File: config.mk
export PLATFORM = sky130hd
export DESIGN_NAME = audiodac_i2s_rx
export DESIGN_NICKNAME = d
export VERILOG_FILES = /design/src/rtl/audiodac_i2s_rx.sv
export SDC_FILE = /design/constraint.sdc
export NUM_CORES = 1
export LEC_CHECK = 0
export CORE_ASPECT_RATIO = 2
export CORE_MARGIN = 2
export CORE_UTILIZATION = 58
export CTS_CLUSTER_DIAMETER = 30
export DETAILED_ROUTE_END_ITERATION = 8
export PLACE_DENSITY = 0.87
export RECOVER_POWER = 50
export SYNTH_ARGS = -nofsm -noshare
export SYNTH_HDL_FRONTEND = slang
export SYNTH_SLANG_ARGS = --single-unit
File: constraint.sdc
create_clock -name clk_i -period 4.8 [get_ports clk_i]
set_input_delay 0.96 -clock clk_i [delete_from_list [all_inputs] [get_ports clk_i]]
set_output_delay 0.96 -clock clk_i [all_outputs]
set_load 0.01 [all_outputs]
File: src/rtl/audiodac_i2s_rx.sv
// I2S receiver for the audio DAC: oversamples bclk/ws/sd in the clk_i domain and deserializes
// one channel. Each sample goes to the FIFO as offset-binary over a 4-phase rdy/ack handshake.
module audiodac_i2s_rx #(
    parameter int unsigned AUDIO_WIDTH = 16,
    parameter int unsigned CNT_WIDTH   = 6
) (
    input  logic                   clk_i,
    input  logic                   rst_n_i,
    input  logic                   i2s_bclk_i,
    input  logic                   i2s_ws_i,
    input  logic                   i2s_sd_i,
    input  logic                   chan_sel_i,
    input  logic                   ovr_clr_i,
    output logic [AUDIO_WIDTH-1:0] fifo_data_o,
    output logic                   fifo_rdy_o,
    input  logic                   fifo_ack_i,
    output logic                   ovr_o
);

    localparam logic [AUDIO_WIDTH-1:0] MIDSCALE = {1'b1, {(AUDIO_WIDTH-1){1'b0}}};

    typedef enum logic [1:0] {
        ST_IDLE = 2'd0,
        ST_REQ  = 2'd1,
        ST_WAIT = 2'd2
    } hs_state_t;

    logic [2:0]             bclk_sync;
    logic [1:0]             ws_sync;
    logic [1:0]             sd_sync;
    logic                   bclk_rise_c;
    logic                   ws_s;
    logic                   sd_s;
    logic                   ws_q;
    logic                   locked;
    logic [AUDIO_WIDTH-1:0] shreg;
    logic [AUDIO_WIDTH-1:0] shreg_bit_c;
    logic [AUDIO_WIDTH-1:0] word_q;
    logic [CNT_WIDTH-1:0]   bit_cnt;
    logic                   emit_q;
    hs_state_t              state;

    // Two-flop synchronizers; the third bclk flop is the edge-detect delay.
    always_ff @(posedge clk_i or negedge rst_n_i) begin
        if (!rst_n_i) begin
            bclk_sync <= '0;
            ws_sync   <= '0;
            sd_sync   <= '0;
        end else begin
            bclk_sync <= {bclk_sync[1:0], i2s_bclk_i};
            ws_sync   <= {ws_sync[0], i2s_ws_i};
            sd_sync   <= {sd_sync[0], i2s_sd_i};
        end
    end

    assign bclk_rise_c = bclk_sync[1] & ~bclk_sync[2];
    assign ws_s        = ws_sync[1];
    assign sd_s        = sd_sync[1];

    // Shift register with the current bit dropped into its MSB-first slot position.
    always_comb begin
        shreg_bit_c = shreg;
        for (int unsigned i = 0; i < AUDIO_WIDTH; i++) begin
            if (32'(bit_cnt) == AUDIO_WIDTH - 1 - i) begin
                shreg_bit_c[i] = sd_s;
            end
        end
    end

    // Deserializer: a ws change marks the bit just sampled as the last of the ending slot.
    always_ff @(posedge clk_i or negedge rst_n_i) begin
        if (!rst_n_i) begin
            ws_q    <= 1'b0;
            locked  <= 1'b0;
            shreg   <= '0;
            bit_cnt <= '0;
            word_q  <= '0;
            emit_q  <= 1'b0;
        end else begin
            emit_q <= 1'b0;
            if (bclk_rise_c) begin
                ws_q <= ws_s;
                if (ws_s != ws_q) begin
                    word_q  <= shreg_bit_c;
                    emit_q  <= locked && (ws_q == chan_sel_i);
                    locked  <= 1'b1;
                    shreg   <= '0;
                    bit_cnt <= '0;
                end else begin
                    shreg <= shreg_bit_c;
                    if (bit_cnt != '1) begin
                        bit_cnt <= bit_cnt + CNT_WIDTH'(1);
                    end
                end
            end
        end
    end

    // FIFO handshake; any word completed while a request is outstanding is dropped.
    always_ff @(posedge clk_i or negedge rst_n_i) begin
        if (!rst_n_i) begin
            state       <= ST_IDLE;
            fifo_data_o <= MIDSCALE;
            fifo_rdy_o  <= 1'b0;
            ovr_o       <= 1'b0;
        end else begin
            case (state)
                ST_IDLE: begin
                    if (emit_q) begin
                        fifo_data_o <= {~word_q[AUDIO_WIDTH-1], word_q[AUDIO_WIDTH-2:0]};
                        fifo_rdy_o  <= 1'b1;
                        state       <= ST_REQ;
                    end
                end
                ST_REQ: begin
                    if (fifo_ack_i) begin
                        fifo_rdy_o <= 1'b0;
                        state      <= ST_WAIT;
                    end
                end
                ST_WAIT: begin
                    if (!fifo_ack_i) begin
                        state <= ST_IDLE;
                    end
                end
                default: begin
                    fifo_rdy_o <= 1'b0;
                    state      <= ST_IDLE;
                end
            endcase

            if (emit_q && (state != ST_IDLE)) begin
                ovr_o <= 1'b1;
            end else if (ovr_clr_i) begin
                ovr_o <= 1'b0;
            end
        end
    end

endmodule

==> results_dict.tcl <==
set metrics [dict create \
    outcome "complete, but fails checks" \
    violations "max-capacitance violations, max-slew violations" \
    io_pins 26 \
    post_dp_cell_area_um2 3470 \
    wirelength_mm 6.79 \
    crit_fanout 37 \
    clockBufferDepth 2 \
    die_height_um 110 \
    drv_cap 1 \
    min_path_type "flip-flop to flip-flop" \
    cts_resized 0 \
    grt_pass1_wl_mm 11.5 \
    crit_type "input port to asynchronous set/reset pin" \
    synth-seq-cells 68 \
    r2r_slack_ps 2690 \
    path_buf_inv 2 \
    avgViaCountPerCell 6.39 \
    syn_inst 308 \
    critical-path-top-delay-family "buffers and inverters" \
    syn_area_per_cell_um2 10.6 \
    cts_tree "done" \
    path_cells "clkbuf_1 -> buf_4" \
    cpPeakStageDelay_ps 1360 \
    worst_pin_slew_ps 1930 \
    yosys_warnings 0 \
    synth_nets 320 \
    place_ws_ps 2740 \
    first_iter_violations 119 \
    grt_overflow 0 \
    post-dp-hpwl_mm 4.62 \
    min_period_over_period 0.518 \
    die_w_um 57.1 \
    htreeDepth 3 \
    cts_hold_buf 0 \
    fin_ws_ps 2320 \
    vdd_ir_drop_max_mv 0.407 \
    cts.sinks 68 \
    critPathRequiredTime_ps 5250 \
    grt_usage 0.237 \
    rows 38 \
    fin_crit_ps 2480 \
    synthFlopType "dfrtp_1" \
    place_congestion 0.896 \
    synth-seq-area-share 0.520 \
    dp_cells 374 \
    die-area_um2 6300 \
    fmax_mhz 402 \
    clk_pin_slew_worst_paths_ps 60 \
    max_slew_margin -0.287 \
    setup_viol 0 \
    cp-end-kind "asynchronous set/reset pin" \
    fin_area_um2 3640 \
    grt_pass1_vias 2441 \
    p_leak_nw 1.48 \
    core_area_um2 5420 \
    drtPass1Iterations 4 \
    arrival_ps 2930 \
    cts_post_setup_buffers_inserted 0 \
    netlist_area_um2 3280 \
    drc_errors 0 \
    crit_slowest_cell "clkbuf_1" \
    synth_cell_types 53 \
    fin_cells 390 \
    fin_skew_ps 7.10 \
    root_buffer "clkbuf_8" \
    antenna_found_initial 0 \
    initial_core_util 0.604 \
    ant_nets 0 \
    area_growth_pct 11.1 \
    layout-drive-gt1-share 0.124 \
    synth_edf_count 0 \
    utilization 0.671 \
    cp-start-kind "input port" \
    async_reset_ff_frac 1.00 \
    io_buffers 25 \
    nets 337 \
    hold_viol_final 0 \
    numCtsBuffers 9 \
    diodes 0 \
    powerDensity_nw_per_um2 530 \
    tns_ps 0 \
    rsz0062_at_grt "no" \
    grt_max_degree 38 \
    num_vias 2492 \
    slew_violations 38 \
    routedWlPerCell_um 17.4 \
    worst_skew_pair.late_latency_ps 350 \
]
final timing paths:
path	start	to	depth (start not counted)
setup / recovery	rst_n_i	fifo_data_o[15]$_DFFE_PN1P_	2
hold / removal	ws_sync[0]$_DFF_PN0_	ws_sync[1]$_DFF_PN0_	0
setup reg to reg	bclk_sync[1]$_DFF_PN0_	word_q[13]$_DFFE_PN0P_	4
hold reg to reg	ws_sync[0]$_DFF_PN0_	ws_sync[1]$_DFF_PN0_	0
max in group clk_i	fifo_data_o[15]$_DFFE_PN1P_	fifo_data_o[15]	1
min in group asynchronous	rst_n_i	sd_sync[1]$_DFF_PN0_	1
worst reg2reg max path: stages (launching register included):
cell and delay, ps:
dfrtp_1 380, nor2b_1 620, clkbuf_1 660, a21oi_1 140, a31oi_1 220
logic make-up (layout without fill, tap and decap cells):
kind of cell | Yosys count | count (layout) | synth area share
buffers and inverters | 27 | 49 | 0.0500
AND/OR/NAND/NOR | 99 | 99 | 0.171
flip-flops | 68 | 68 | 0.520
multiplexers | 16 | 16 | 0.0546
XOR/XNOR | 4 | 4 | 0.0187
AO/OA/AOI/OAI | 90 | 90 | 0.171
adder cells (fa/ha/maj) | 4 | 4 | 0.0153
metal layers:
metal / GRT usage / vias to the layer above / part of all wire
met5: 0 / - / 0
met4: 0.140 / 0 / 0.041
met3: 0.0397 / 22 / 0.032
met2: 0.398 / 70 / 0.53
met1: 0.281 / 1228 / 0.39
li1: - / 1172 / -
sequential cells by signal, indices dropped and copies added, names as in the netlist:
name         cells
state            2
fifo_rdy_o       1
fifo_data_o     16
sd_sync          2
ws_q             1
emit_q           1
bclk_sync        3
bit_cnt          6
ovr_o            1
ws_sync          2
locked           1
shreg           16
word_q          16
synth_stat cells (3+ instances only):
cell type | n | share of area
nor2b_1 | 4 | 0.0076
inv_1 | 6 | 0.0069
nand4_1 | 13 | 0.025
buf_6 | 4 | 0.014
o211ai_1 | 16 | 0.037
a31oi_1 | 18 | 0.034
clkbuf_1 | 6 | 0.0069
ha_1 | 4 | 0.015
and2_1 | 4 | 0.0076
dfrtp_1 | 67 | 0.51
mux2_2 | 15 | 0.052
a21oi_1 | 22 | 0.034
nand2b_1 | 3 | 0.0057
and3_1 | 3 | 0.0057
nand3_1 | 15 | 0.023
buf_2 | 6 | 0.0092
o21ai_0 | 23 | 0.035
nand2_1 | 38 | 0.044
metrics by stage:
| stage | power [mW] | hold WS [ps] |
|---|---|---|
| 6_report | 1.93 | 352 |
| 2_1_floorplan | 1.26 | 331 |
| 5_1_grt | 2.05 | 366 |
| 3_5_place_dp | 1.51 | 337 |
| 4_1_cts | 1.94 | 356 |
| 3_3_place_gp | 1.47 | 333 |
layout make-up:
class | count | area (um2)
Clock buffer | 15 | 176
Clock inverter | 1 | 5.00
Fill cell | 423 | 1780
Inverter | 6 | 22.5
Multi-Input combinational cell | 213 | 1400
Sequential cell | 68 | 1700
Tap cell | 60 | 75.1
Timing Repair Buffer | 27 | 255
power by group:
group / switching, mW / internal, mW / total, mW
logic: 0.273 / 0.306 / 0.579
clock network: 0.200 / 0.230 / 0.430
registers: 0.143 / 0.775 / 0.918
layout by cell type, fill, tap and decap left out, types with 2 or more instances in the layout:
master,n
and3_1,3
nand4_1,13
ha_1,4
and2_1,4
nor2b_1,4
nor4b_1,2
o21ai_0,23
nor2_1,2
o311ai_1,2
dlygate4sd3_1,5
nand2_1,38
dfrtp_1,67
a31oi_1,18
o2111ai_1,2
clkdlybuf4s50_1,19
clkbuf_8,12
clkbuf_1,5
mux2_2,15
inv_1,6
xor2_1,2
nand3_1,15
o211ai_1,16
o311ai_0,2
nand2b_1,3
a21oi_1,22
Power figures use the tool's default switching activity.
